`src/rtl/param_rr_mux.sv`:
```
// param_rr_mux: N-channel to 1 multiplexer with a registered output stage.
// Channel choice is either a fixed index (mode=0) or round-robin starting
// from a rotating pointer (mode=1). Upstream handshake is combinational.
// The output register drains and reloads in the same cycle.
module param_rr_mux #(
    parameter int WIDTH = 16,
    parameter int N     = 4,
    localparam int SW   = $clog2(N)
) (
    input  logic                 clk,
    input  logic                 rst,
    input  logic                 mode,
    input  logic [SW-1:0]        sel,
    input  logic [N-1:0]         in_valid,
    input  logic [N*WIDTH-1:0]   in_data,
    output logic [N-1:0]         in_ready,
    output logic                 out_valid,
    output logic [WIDTH-1:0]     out_data,
    output logic [SW-1:0]        out_src,
    input  logic                 out_ready
);

    // Registered output word and the channel that produced it.
    typedef struct packed {
        logic [WIDTH-1:0] data;
        logic [SW-1:0]    src;
    } out_t;

    // vld_pipe[0]: a transfer this cycle; vld_pipe[1]: output register holds a word.
    logic [1:0]                  vld_pipe;
    out_t                        oreg;
    logic [SW-1:0]               ptr;

    logic                        adv;
    logic                        sel_ok;
    logic [N-1:0]                rot;
    logic                        rr_hit;
    logic [SW-1:0]               rr_off;
    logic [SW:0]                 wsum;
    logic [SW-1:0]               rr_idx;
    logic [SW-1:0]               gnt_idx;
    logic [SW-1:0]               ptr_nxt;
    logic [N-1:0]                cand;
    logic [N-1:0][WIDTH-1:0]     lane_data;
    logic [N-1:0][WIDTH-1:0]     lane_gated;
    logic [WIDTH-1:0]            mux_data;

    // Output register may load when empty or being drained; reset blocks all grants.
    assign adv    = (!vld_pipe[1] || out_ready) && !rst;
    // Out-of-range select (only possible for non-power-of-two N) grants nobody.
    assign sel_ok = ({1'b0, sel} < (SW+1)'(N));

    // Round-robin search: rotate valids so bit 0 is channel ptr, take the lowest set bit.
    always_comb begin
        rot    = N'({in_valid, in_valid} >> ptr);
        rr_hit = 1'b0;
        rr_off = '0;
        for (int k = N-1; k >= 0; k--) begin
            if (rot[k]) begin
                rr_hit = 1'b1;
                rr_off = SW'(k);
            end
        end
        wsum = {1'b0, ptr} + {1'b0, rr_off};
        if (wsum >= (SW+1)'(N))
            wsum = wsum - (SW+1)'(N);
        rr_idx = wsum[SW-1:0];
    end

    // Per-channel candidate flag, data slice and handshake lane.
    for (genvar i = 0; i < N; i++) begin : g_lane
        assign cand[i]      = mode ? (rr_hit && (rr_idx == SW'(i)))
                                   : (sel_ok && (sel == SW'(i)));
        assign lane_data[i] = in_data[i*WIDTH +: WIDTH];

        param_rr_mux_lane #(.WIDTH(WIDTH)) u_lane (
            .adv   (adv),
            .cand  (cand[i]),
            .valid (in_valid[i]),
            .data  (lane_data[i]),
            .ready (in_ready[i]),
            .gated (lane_gated[i])
        );
    end

    // AND-OR data mux: at most one lane passes its word through.
    always_comb begin
        mux_data = '0;
        for (int i = 0; i < N; i++)
            mux_data = mux_data | lane_gated[i];
    end

    assign vld_pipe[0] = |in_ready;
    assign gnt_idx     = mode ? rr_idx : sel;
    assign ptr_nxt     = (rr_idx == SW'(N-1)) ? '0 : rr_idx + SW'(1);

    // Output register: load on transfer, clear valid on an idle advance, hold on stall.
    always_ff @(posedge clk) begin
        if (rst) begin
            vld_pipe[1] <= 1'b0;
            oreg        <= '0;
        end else if (adv) begin
            vld_pipe[1] <= vld_pipe[0];
            if (vld_pipe[0]) begin
                oreg.data <= mux_data;
                oreg.src  <= gnt_idx;
            end
        end
    end

    // Round-robin pointer moves past the winner only on round-robin transfers.
    always_ff @(posedge clk) begin
        if (rst)
            ptr <= '0;
        else if (vld_pipe[0] && mode)
            ptr <= ptr_nxt;
    end

    assign out_valid = vld_pipe[1];
    assign out_data  = oreg.data;
    assign out_src   = oreg.src;

endmodule

// One channel's handshake: accept when it is the candidate, valid, and the
// output stage can advance; forward its data only when accepted.
module param_rr_mux_lane #(
    parameter int WIDTH = 16
) (
    input  logic             adv,
    input  logic             cand,
    input  logic             valid,
    input  logic [WIDTH-1:0] data,
    output logic             ready,
    output logic [WIDTH-1:0] gated
);

    assign ready = adv && cand && valid;
    assign gated = data & {WIDTH{ready}};

endmodule
```
`config.mk`:
```
export PLATFORM = sky130hd
export DESIGN_NAME = param_rr_mux
export DESIGN_NICKNAME = d
export VERILOG_FILES = /design/src/rtl/param_rr_mux.sv
export SDC_FILE = /design/constraint.sdc
export NUM_CORES = 1
export LEC_CHECK = 0
export BUFFER_PORTS_ARGS = -buffer_cell sky130_fd_sc_hd__buf_2
export CORE_ASPECT_RATIO = 0.75
export CORE_MARGIN = 4
export CORE_UTILIZATION = 49
export DETAILED_ROUTE_END_ITERATION = 16
export GPL_TIMING_DRIVEN = 1
export PLACE_DENSITY_LB_ADDON = 0.1
export SYNTH_ARGS = -nofsm -noshare
export SYNTH_HDL_FRONTEND = slang
export SYNTH_SLANG_ARGS = --single-unit
```
`constraint.sdc`:
```
create_clock -name clk -period 13.2 [get_ports clk]
set_clock_uncertainty 0.2 [all_clocks]
set_input_delay 3.3 -clock clk [delete_from_list [all_inputs] [get_ports clk]]
set_output_delay 3.3 -clock clk [all_outputs]
set_load 0.01 [all_outputs]
```
======== Word level (Yosys, flattened, before mapping) ========
Cells that the tools add are included.
cells by class
  add/sub/neg operators ................... 3
  $lt $le $gt $ge ......................... 1
  eq/ne operators ......................... 6
  shift-type cells ........................ 1
  mux-type cells .......................... 15
  bitwise operators ....................... 7
  reductions and logical operators ........ 21
operator list
  operator             count
  $and 16x16->16       4
  $or 16x16->16        3
  $logic_and 1x1->1    14
  $mux 2               7
  $eq 2x2->1 const B   4
  $mux 1               8
  $shr 8x2->4          1
  $eq 2x1->1 const B   2
  $logic_not 2->1      2
  $reduce_or 4->1      1
  $add 2x2->3          1
  $ge 3x3->1 const B   1
  $add 2x1->2 const B  1
  $logic_not 1->1      2
  $reduce_and 2->1     1
  $sub 2x1->2 const B  1
  $logic_or 1x1->1     1
storage, ports and cells
  flip-flop bits (word level) ............. 21
  output and inout port bits .............. 23

======== Logic depth before layout (Yosys ltp) ========
Gate-level depths: netlist of run 1.
  depth after elaboration ................. 17
  gate-level depth with buffers ........... 18

======== Cells and area by module ========
Synthesis of run 1 repeated with hierarchy kept, for this count alone.
unflattened totals
  cell total of the unflattened synthesis .. 221
  area, all modules ....................... 1798.0 um^2
by module, submodules not included
  module             instances  cells an instance  area an instance (um^2)  seq. area each (um^2)
  param_rr_mux       1          141                1152.4                   420.4
  param_rr_mux_lane  4          20                 161.4                    0.0

======== Worst setup path after synthesis of run 1 ========
No wires, ideal clock.
  path kind ............................... input-to-output
  start point ............................. input in_valid[0]
  end point ............................... output in_ready[3]
  arrival time ............................ 5.690 ns
  data required time ...................... 9.700 ns
  setup slack ............................. 4.010 ns
  cell stages on the path ................. 15
  path buffers ............................ 4
  cell sequence ........................... buf_2 -> nor2_1 -> a221oi_1 -> a31oi_1 -> a211o_1 -> ha_1 -> xnor2_1 -> or3_4 -> nand2_1 -> ha_1 -> a31oi_1 -> and3b_1 -> buf_6 -> buf_8 -> buf_4
between the ends
  cells in the longest elaborated chain, start to end .. 13
  elaborated cells between the ends (all ways) .. 18
  those cells by class .................... add/sub (2); order compare (1); eq/ne (1); shift (1); mux (10); reduce/logical (3)
ends and longest elaborated chain
  item                                              line    RTL
  from (decl)                                       14      input logic [N-1:0] in_valid,
  $shr 8x2->4 *                                     55      rot = N'({in_valid, in_valid} >> ptr);
  $mux 2 (4 in series)                              59      if (rot[k]) begin
  $add 2x2->3                                       64      wsum = {1'b0, ptr} + {1'b0, rr_off};
  $ge 3x3->1 / $sub 2x1->2 (equally long branches)  65, 66
  $mux 2                                            65      if (wsum >= (SW+1)'(N))
  $eq 2x2->1                                        72      assign cand[i] = mode ? (rr_hit && (rr_idx == SW'(i)))
  $logic_and 1x1->1 *                               72
  $mux 1 *                                          72
  $logic_and 1x1->1 * (2 in series)                 138     assign ready = adv && cand && valid;
  to (decl)                                         16      output logic [N-1:0] in_ready,
Every way passes the cells marked *; elsewhere a longest branch is shown, timed or not.

======== Worst setup path in the final report of run 1 ========
Ends and elaborated chain as after synthesis.

==> metrics.md, run 1 <==
| Metric | Value |
|---|---|
| Synthesized area | `roughly 1800 um2` |
| Fillers | `313` |
| Total Power | `362 uW` |
| Critical path peak fanout | `17` |
| Crit path required time | `roughly 9.7 ns` |
| Total track usage | `approximately 23%` |
| # IOs | `97` |
| Area of the multi-input gates | `1250 um2` |
| Setup_tns | `0 ns` |
| Asr flop ratio synth | `0%` |
| Number of max-cap violations | `0` |
| N_diodes | `0` |
| Number of synthesized flops with an enable pin | `0` |
| Pwr dens | `158 nW/um2` |
| Grt total ovfl | `0` |
| Post-DR wirelength/cell | `roughly 16 um` |
| Core region area | `~3400 um2` |
| Synthesized instance count | `223` |
| Commonest cells in the netlist | `39 x nand2_1, 32 x a221o_1, 21 x dfxtp_1` |
| First-pass GRT wire length | `8790 um` |
| Initial core utilization | `a little over half` |
| Status | `finished clean` |
| Slew margin rel. | `33.2%` |
| RSZ-0062 raised after global routing | `no` |
| Area of the die | `4810 um2` |
| Power Internal | `between 200 and 250 uW` |
| Port bufs | `96` |
| Share of layout cells above drive strength 1 | `37.7%` |
| Final nets | `379` |
| CP endpoint kind | `output port` |
| Sw Share | `42.1%` |
| Register Area | `about 420 um2` |
| Synth top area cells | `dfxtp_1 23%, a221o_1 17%, nand2_1 7.9%` |
| # H-tree levels | `1` |
| Post-DP HPWL | `4200 um` |
| Worst Tran Pin Value | `0.998 ns` |
| Top_reg_cell synth | `dfxtp_1` |
| Syn-to-layout area delta | `24.0%` |
| Net Sw Power | `152 uW` |
| DP Area | `2240 um2` |
| Final instance area | `roughly 2300 um2` |
| # resized after CTS | `0` |
| Vias in the first global route | `1906` |
| Comb pwr share | `56.6%` |
| Seq cells post-synth | `21` |
| Register area share after synthesis | `22.8%` |
| Antenna violations before repair | `0` |
| Initial DRT Pass Iterations | `4` |
| Crit share post-route | `73.6%` |
| Final slew viol count | `0` |
| CP Launch Type | `primary input` |
| Total number of yosys warnings | `0` |
| Clock tree buffer depth | `2` |
| DRC viols | `0` |
| Via count | `2066` |
| Clock power share | `11.5%` |
| # setup viols final | `0` |
| Avg Cell Area, Syn | `8.26 um2` |
| Reg clk slew, reported paths | `0.08 ns` |
| Clock sinks | `21` |
| Maximum vdd ir drop | `0.0000963 V` |
| Setup ws final | `3.48 ns` |
| Top cell type's share of synthesized area | `22.8%` |
| Die span in x | `a little under 80 um` |
| Antenna viol nets, final | `0` |
| Netlist cell types | `51` |
| Dominant cell by count in the synthesized netlist | `nand2_1` |
| Worst Hold Class | `reg2reg` |
| CP Class | `in2out` |
| Hold Slack | `0.279 ns` |
| Register share of total power | `31.9%` |
| Hold_buf cts | `0` |
| Setup slack at placement | `roughly 3.5 ns` |
| Post-synth top area cell | `dfxtp_1` |
| WL final | `5570 um` |
| Drt via density | `between 5 and 6` |
| P_leak | `1.15 nW` |
| Final hold vios | `0` |
| Clock Latency Late Sink | `0.26 ns` |
| Crit path DAT | `between 6 and 7 ns` |
| Setup Fix Bufs, Post-CTS | `0` |
| # rows | `18` |
| CTS Buf Count | `3` |
| DRT iter0 DRCs | `129` |
| Largest net degree at the start of global routing | `19` |
| Minimum clock period | `9.72 ns` |
| Gpl congestion | `0.872` |
| Die height | `~60 um` |
| Root Buffer | `clkbuf_8` |
| Synthesized Nets | `299` |
| Max Fclk | `103 MHz` |
| CTS tree | `built` |
==> worst paths after layout <==
check / to / start / depth (start not counted) / slack (ns)
max: in_ready[3] / in_valid[0] / 13 / 3.48
min: out_src[0]$_SDFFE_PP0P_ / out_src[0]$_SDFFE_PP0P_ / 2 / 0.28
max reg2reg: out_data[1]$_SDFFE_PP0P_ / ptr[0]$_SDFFE_PP0P_ / 14 / 9.25
min reg2reg: out_src[0]$_SDFFE_PP0P_ / out_src[0]$_SDFFE_PP0P_ / 2 / 0.28
==> cell type report <==
cell class / count / area share, %
Sequential cell: 21 / 18.4
Tap cell: 50 / 2.74
Inverter: 2 / 0.329
Multi-Input combinational cell: 176 / 54.5
Clock buffer: 4 / 1.97
Timing Repair Buffer: 99 / 22.0
==> state kept, by name (all words and copies together) (netlist names) <==
signal / count
out_src: 2
ptr: 2
out_data: 16
out_valid: 1
==> layout by cell type (no fill, tap or decap), types with 4 or more instances in the layout <==
| cell type | count |
|---|---|
| buf_2 | 96 |
| nand2_1 | 39 |
| a221o_1 | 32 |
| dfxtp_1 | 21 |
| and2_1 | 17 |
| a22oi_1 | 16 |
| nor2_1 | 11 |
| nor2b_1 | 5 |
| nand2b_1 | 4 |
==> through the flow <==
| step | utilization (%) | instances |
|---|---|---|
| after floorplan | - | 223 |
| final | 66.3 | 352 |
| after detailed placement | 65.0 | 348 |
| after CTS | 66.3 | 352 |
| after global placement | 65.0 | 348 |
| after global routing | 66.3 | 352 |
==> metal layers <==
layer / wire (um) / vias up / GRT usage (%)
met2: 2380 / 115 / 35.7
li1: - / 1006 / -
met5: 0 / - / 0
met4: 33 / 0 / 4.24
met3: 555 / 6 / 5.12
met1: 2610 / 939 / 32.2
==> cell families after synthesis <==
| group | Yosys count | share of synthesized area [%] |
|---|---|---|
| adders and majority gates | 2 | 1.36 |
| AOI/OAI and AO/OA | 71 | 34.0 |
| buffers and inverters | 26 | 10.1 |
| muxes | 4 | 2.24 |
| DFF | 21 | 22.8 |
| and+or+nand+nor | 98 | 29.1 |
| xor gates and xnor gates | 1 | 0.476 |
==> power groups by stage <==
stage	Combinational (mW)	Sequential, mW	Clock [mW]
after floorplan	0.150	0.121	0
after global placement	0.200	0.116	0
after detailed placement	0.203	0.116	0
after CTS	0.204	0.115	0.0422
after global routing	0.225	0.119	0.0449
final	0.205	0.115	0.0418
==> critical path, cell delays in order <==
cell and delay, ns:
buf_2 0.20, nor2_1 0.06, a221oi_1 0.29, a31oi_1 0.07, a211o_1 0.29, ha_1 0.20
xnor2_1 0.16, or3_4 0.39, nand2_1 0.12, ha_1 0.21, a31oi_1 0.10, and3b_1 0.60
buf_2 0.24
Note: power is estimated with default switching activity, not from simulation.
==> run 2: changes to the inputs <==
--- a/config.mk
+++ b/config.mk
@@ -8,7 +8,7 @@
 export BUFFER_PORTS_ARGS = -buffer_cell sky130_fd_sc_hd__buf_2
 export CORE_ASPECT_RATIO = 0.75
 export CORE_MARGIN = 4
-export CORE_UTILIZATION = 49
+export CORE_UTILIZATION = 41
 export DETAILED_ROUTE_END_ITERATION = 16
 export GPL_TIMING_DRIVEN = 1
 export PLACE_DENSITY_LB_ADDON = 0.1
==> constraint.sdc (replaced) <==
create_clock -name clk -period 8.6 [get_ports clk]
set_clock_uncertainty 0.2 [all_clocks]
set_input_delay 2.15 -clock clk [delete_from_list [all_inputs] [get_ports clk]]
set_output_delay 2.15 -clock clk [all_outputs]
set_load 0.01 [all_outputs]
==> metrics.md, run 2 (synthesized netlist as in run 1, its figures left out) <==
| Metric | Value |
|---|---|
| Max Fclk | `140 MHz` |
| CP Buf/Inv Count | `3 (+1)` |
| Crit share post-route | `82.8%` |
| Die span in x | `85.4 um (+8.4%)` |
| Antenna violations before repair | `0 (unchanged)` |
| Largest net degree at the start of global routing | `22 (+3)` |
| # resized after CTS | `0 (unchanged)` |
| Drt via density | `5.72 (-2.5%)` |
| Post-DP HPWL | `4350 um (+3.8%)` |
| Root Buffer | `clkbuf_8` |
| # rows | `20 (+2)` |
| DRC viols | `0 (unchanged)` |
| Clock tree buffer depth | `2 (unchanged)` |
| CP endpoint kind | `output port` |
| Clock sinks | `21 (unchanged)` |
| Reg-to-Reg End | `out_data[12]$_SDFFE_PP0P_` |
| Setup Fix Bufs, Post-CTS | `0 (unchanged)` |
| Maximum vdd ir drop | `0.000166 V (+72%)` |
| Port bufs | `96 (unchanged)` |
| Slew margin rel. | `42.3% (+9.1 points)` |
| Commonest non-fill, non-tap cells in the layout | `96 x buf_2, 39 x nand2_1, 32 x a221o_1, 21 x dfxtp_1, 17 x and2_1` |
| Pwr dens | `245 nW/um2 (+55%)` |
| Crit path required time | `6.25 ns (-3.45 ns)` |
| N_diodes | `0 (unchanged)` |
| CTS tree | `built` |
| Final hold vios | `0 (unchanged)` |
| Via count | `2054 (-0.58%)` |
| DRT iter0 DRCs | `165 (+28%)` |
| CP delay by family, top | `simple AND/OR/NAND/NOR gates` |
| Largest register FFs | `16 (unchanged)` |
| R2R Setup Slk | `4.68 ns (-4.57 ns)` |
| Crit path DAT | `4.77 ns (-1.45 ns)` |
| Final Util | `55.2% (-11 points)` |
| Critical path peak fanout | `17 (unchanged)` |
| Antenna viol nets, final | `0 (unchanged)` |
| Placed instance count | `355 (+2.0%)` |
| Grt total ovfl | `0 (unchanged)` |
| # setup viols final | `0 (unchanged)` |
| Setup_tns | `0 ns (unchanged)` |
| Top cell by count, worst path | `buf_2` |
| Logic depth of the worst setup path including buffers | `12 (-1)` |
| CP endpoint | `in_ready[0]` |
| Worst-path cell chain | `buf_2, nor2_1, a221oi_1, a31oi_1, a211o_1, ha_1, nor2b_1, nand2_1, inv_2, and3_1, o21a_1, buf_2` |
| First-pass GRT wire length | `9440 um (+7.4%)` |
| CTS Buf Count | `3 (unchanged)` |
| P_leak | `1.16 nW (+1.2%)` |
| Slowest-stage cell, CP | `and3_1` |
| Syn-to-layout area delta | `25.3%` |
| Total track usage | `20.7% (-1.8 points)` |
| Core region area | `4180 um2 (+21%)` |
| RSZ-0062 raised after global routing | `no` |
| Slowest stage delay, CP | `0.59 ns (about the same)` |
| Share of layout cells above drive strength 1 | `38.5% (+0.74 points)` |
| Initial core utilization | `44.1% (-9.4 points)` |
| Vias in the first global route | `1958 (+2.7%)` |
| Reg clk slew, reported paths | `0.08 ns (about the same)` |
| WL final | `5760 um (+3.4%)` |
| Hold_buf cts | `0 (unchanged)` |
| # IOs | `97 (unchanged)` |
| Hold Slack | `0.277 ns (-0.00132 ns)` |
| Most common cell after layout, fill and taps aside | `buf_2` |
| Number of max-cap violations | `0 (unchanged)` |
| # H-tree levels | `1 (unchanged)` |
| Worst r2r path cells | `14 (unchanged)` |
| CP Class | `in2out` |
| RR Startpoint | `ptr[0]$_SDFFE_PP0P_` |
| Worst Tran Pin Value | `0.859 ns (-0.138 ns)` |
| Final Non-Filler Cells | `359 (+2.0%)` |
| Final slew viol count | `0 (unchanged)` |
| Clock Latency Late Sink | `0.26 ns (about the same)` |
| Die height | `66.0 um (+8.1%)` |
| Initial DRT Pass Iterations | `4 (unchanged)` |
| Area of the die | `5640 um2 (+17%)` |
| Worst Hold Class | `reg2reg` |
| Final nets | `381 (+0.53%)` |
| Minimum clock period | `between 7 and 8 ns` |
| Gpl congestion | `0.946 (+8.4%)` |
| Crit path launch | `in_valid[0]` |
| Post-DR wirelength/cell | `16.0 um (+1.4%)` |
| Status | `finished clean` |
| CP Launch Type | `primary input` |
run 2: worst min-delay path by stage:
stage	startpoint	end	slack (ns)	cells after the start
after floorplan	out_src[0]$_SDFFE_PP0P_	out_src[0]$_SDFFE_PP0P_	0.30	2
after global placement	out_data[12]$_SDFFE_PP0P_	out_data[12]$_SDFFE_PP0P_	0.27	1
after detailed placement	out_src[0]$_SDFFE_PP0P_	out_src[0]$_SDFFE_PP0P_	0.27	2
after CTS	out_src[0]$_SDFFE_PP0P_	out_src[0]$_SDFFE_PP0P_	0.28	2
after global routing	out_data[6]$_SDFFE_PP0P_	out_data[6]$_SDFFE_PP0P_	0.31	1
final	out_src[0]$_SDFFE_PP0P_	out_src[0]$_SDFFE_PP0P_	0.28	2
run 2: layer usage:
metal | track usage, % | wire, um
met1 | 31.1 | 2690
met2 | 30.4 | 2520
met3 | 4.11 | 522
met4 | 4.15 | 38
met5 | 0 | 0
run 2: cell type report:
class | count | area (um2)
Fill cell | 402 | 1870
Multi-Input combinational cell | 176 | 1250
Timing Repair Buffer | 101 | 518
Sequential cell | 21 | 420
Tap cell | 55 | 68.8
Clock buffer | 3 | 41.3
Inverter | 2 | 7.51
Clock inverter | 1 | 5.00
run 2: metrics by stage:
| step | power, mW | cell area [um2] | setup WS [ns] |
|---|---|---|---|
| floorplan | 0.416 | 1840 | 1.71 |
| global placement | 0.493 | 2260 | 1.61 |
| detailed placement | 0.499 | 2260 | 1.53 |
| CTS | 0.567 | 2310 | 1.53 |
| global route | 0.613 | 2310 | 1.27 |
| finish | 0.566 | 2310 | 1.48 |
run 2: worst register-to-register path, stage by stage, from the launching register on:
cell	delay, ns
dfxtp_1	0.55
nor2_1	0.09
a221oi_1	0.29
a31oi_1	0.08
a211o_1	0.29
ha_1	0.20
xnor2_1	0.22
or3_4	0.20
nand2_1	0.08
ha_1	0.25
nand3_1	0.09
o311ai_0	0.12
a21o_1	0.28
nor4_4	0.67
a221o_1	0.27
run 2: where the power goes:
part	internal [mW]	switching, mW
sequential	0.143	0.0360
combinational	0.148	0.172
clock	0.0323	0.0348
==> run 3: changes to the inputs <==
==> constraint.sdc (replaced) <==
create_clock -name clk -period 6.4 [get_ports clk]
set_clock_uncertainty 0.2 [all_clocks]
set_input_delay 1.6 -clock clk [delete_from_list [all_inputs] [get_ports clk]]
set_output_delay 1.6 -clock clk [all_outputs]
set_load 0.01 [all_outputs]
==> metrics.md, run 3 (synthesized netlist as in run 1, its figures left out) <==
| Metric | Value |
|---|---|
| Status | `finished clean` |
| Total track usage | `20.4% (-0.36 points)` |
| # H-tree levels | `1 (unchanged)` |
| Crit path required time | `4.60 ns (-1.65 ns)` |
| # setup viols final | `0 (unchanged)` |
| Initial DRT Pass Iterations | `4 (unchanged)` |
| N_diodes | `0 (unchanged)` |
| Vias in the first global route | `1924 (-1.7%)` |
| Share of layout cells above drive strength 1 | `38.5% (unchanged)` |
| Worst hold stages | `2 (unchanged)` |
| First-pass GRT wire length | `9280 um (-1.7%)` |
| Sw Share | `42.8% (-0.20 points)` |
| CTS tree | `built` |
| CP Class | `in2out` |
| Post-DP HPWL | `4420 um (+1.5%)` |
| DP Area | `2260 um2 (unchanged)` |
| Slew margin rel. | `40.1% (-2.2 points)` |
| Comb pwr share | `56.4% (about the same)` |
| Antenna violations before repair | `0 (unchanged)` |
| Minimum clock period | `5.93 ns` |
| Clock power share | `12.0% (about the same)` |
| Area of the multi-input gates | `1250 um2 (unchanged)` |
| Critical path peak fanout | `17 (unchanged)` |
| Port bufs | `96 (unchanged)` |
| Worst r2r path cells | `14 (unchanged)` |
| RR Startpoint | `ptr[0]$_SDFFE_PP0P_` |
| CP endpoint kind | `output port` |
| # resized after CTS | `0 (unchanged)` |
| Pwr dens | `328 nW/um2 (+34%)` |
| DRC viols | `0 (unchanged)` |
| Crit path DAT | `4.13 ns (-0.64 ns)` |
| Net Sw Power | `324 uW (+33%)` |
| Clock sinks | `21 (unchanged)` |
| Die span in x | `85.4 um (unchanged)` |
| CP Launch Type | `primary input` |
| Initial core utilization | `44.1% (unchanged)` |
| Hold EP | `out_src[0]$_SDFFE_PP0P_` |
| Setup_tns | `0 ns (unchanged)` |
| Area of the die | `5640 um2 (unchanged)` |
| Most common cell after layout, fill and taps aside | `buf_2` |
| Final hold vios | `0 (unchanged)` |
| R2R Setup Slk | `2.44 ns (-2.24 ns)` |
| Die height | `66.0 um (unchanged)` |
| # IOs | `97 (unchanged)` |
| Root Buffer | `clkbuf_8` |
| Clock Latency Late Sink | `0.27 ns (about the same)` |
| DRT iter0 DRCs | `131 (-21%)` |
| Reg-to-Reg End | `out_data[7]$_SDFFE_PP0P_` |
| Hold_buf cts | `0 (unchanged)` |
| CTS Buf Count | `3 (unchanged)` |
| WL final | `5870 um (+1.9%)` |
| Grt total ovfl | `0 (unchanged)` |
| Register share of total power | `31.6% (about the same)` |
| Worst Hold Class | `reg2reg` |
| Final instance area | `2310 um2 (unchanged)` |
| Hold Path Origin | `out_src[0]$_SDFFE_PP0P_` |
| Gpl congestion | `0.954 (+0.87%)` |
| Power Internal | `433 uW (+34%)` |
| P_leak | `1.16 nW (unchanged)` |
| # rows | `20 (unchanged)` |
| Largest net degree at the start of global routing | `22 (unchanged)` |
| Core region area | `4180 um2 (unchanged)` |
| Commonest non-fill, non-tap cells in the layout | `96 x buf_2, 39 x nand2_1, 32 x a221o_1, 21 x dfxtp_1, 17 x and2_1` |
| Crit share post-route | `92.6%` |
| Maximum vdd ir drop | `0.000156 V (-6.1%)` |
| Final nets | `381 (unchanged)` |
| Drt via density | `5.79 (+1.2%)` |
| Syn-to-layout area delta | `25.3% (unchanged)` |
| Final slew viol count | `0 (unchanged)` |
| Worst Tran Pin Value | `0.892 ns (+0.0322 ns)` |
| Antenna viol nets, final | `0 (unchanged)` |
| Largest register FFs | `16 (unchanged)` |
| Setup Fix Bufs, Post-CTS | `0 (unchanged)` |
| Register Area | `420 um2 (unchanged)` |
| Clock tree buffer depth | `2 (unchanged)` |
| Number of max-cap violations | `0 (unchanged)` |
| Final Non-Filler Cells | `359 (unchanged)` |
| RSZ-0062 raised after global routing | `no` |
| Reg clk slew, reported paths | `0.08 ns (about the same)` |
| Post-DR wirelength/cell | `16.3 um (+1.9%)` |
| Fillers | `403 (+0.25%)` |
| Max Fclk | `approximately 170 MHz` |
| Placed instance count | `355 (unchanged)` |
| Via count | `2079 (+1.2%)` |
==> run 3: cell counts in the layout (fill, tap and decap cells not counted) <==
No cell type changed its count.
==> run 3: routing by layer <==
layer / track usage (%) / vias up / wire length, um
li1: - / 1010 / -
met1: 29.2 / 960 / 2780
met2: 30.7 / 101 / 2480
met3: 4.98 / 8 / 548
met4: 4.35 / 0 / 61
met5: 0 / - / 0
==> run 3: worst max-delay path: stages <==
cell,delay (ns)
buf_2,0.20
nor2_1,0.06
a221oi_1,0.29
a31oi_1,0.07
a211o_1,0.29
ha_1,0.33
nor2b_1,0.20
nand2_1,0.13
inv_2,0.07
and3_1,0.58
o21a_1,0.18
buf_2,0.13
==> run 3: cell type report <==
type	count	share of cell area, %
sequential	21	18.2
inverter	2	0.325
timing repair buffer	101	22.5
tap	55	2.98
clock inverter	1	0.217
clock buffer	3	1.79
multi-input combinational	176	54.0
==> run 3: through the flow <==
stage / hold slack (ns) / total power, mW / setup slack, ns / util, %
finish: 0.275 / 0.756 / 0.473 / 55.2
global route: 0.314 / 0.820 / 0.227 / 55.2
CTS: 0.281 / 0.759 / 0.468 / 55.2
detailed placement: 0.267 / 0.663 / 0.492 / 54.1
global placement: 0.264 / 0.663 / 0.529 / 54.1
floorplan: 0.297 / 0.559 / 0.610 / -
==> run 3: power by group through the flow <==
stage               clock (mW)  sequential, mW  combinational (mW)
global route             0.100           0.248               0.471
floorplan                    0           0.249               0.310
finish                  0.0907           0.239               0.426
CTS                     0.0937           0.238               0.427
global placement             0           0.240               0.423
detailed placement           0           0.239               0.424
==> run 3: how the worst max path moves through the flow <==
stage,cells after the start,slack (ns),endpoint,start
final,12,0.47,in_ready[0],in_valid[0]
after floorplan,15,0.61,in_ready[3],in_valid[0]
after detailed placement,12,0.49,in_ready[0],in_valid[0]
after global routing,12,0.23,in_ready[0],in_valid[0]
after CTS,12,0.47,in_ready[0],in_valid[0]
after global placement,12,0.53,in_ready[0],in_valid[0]
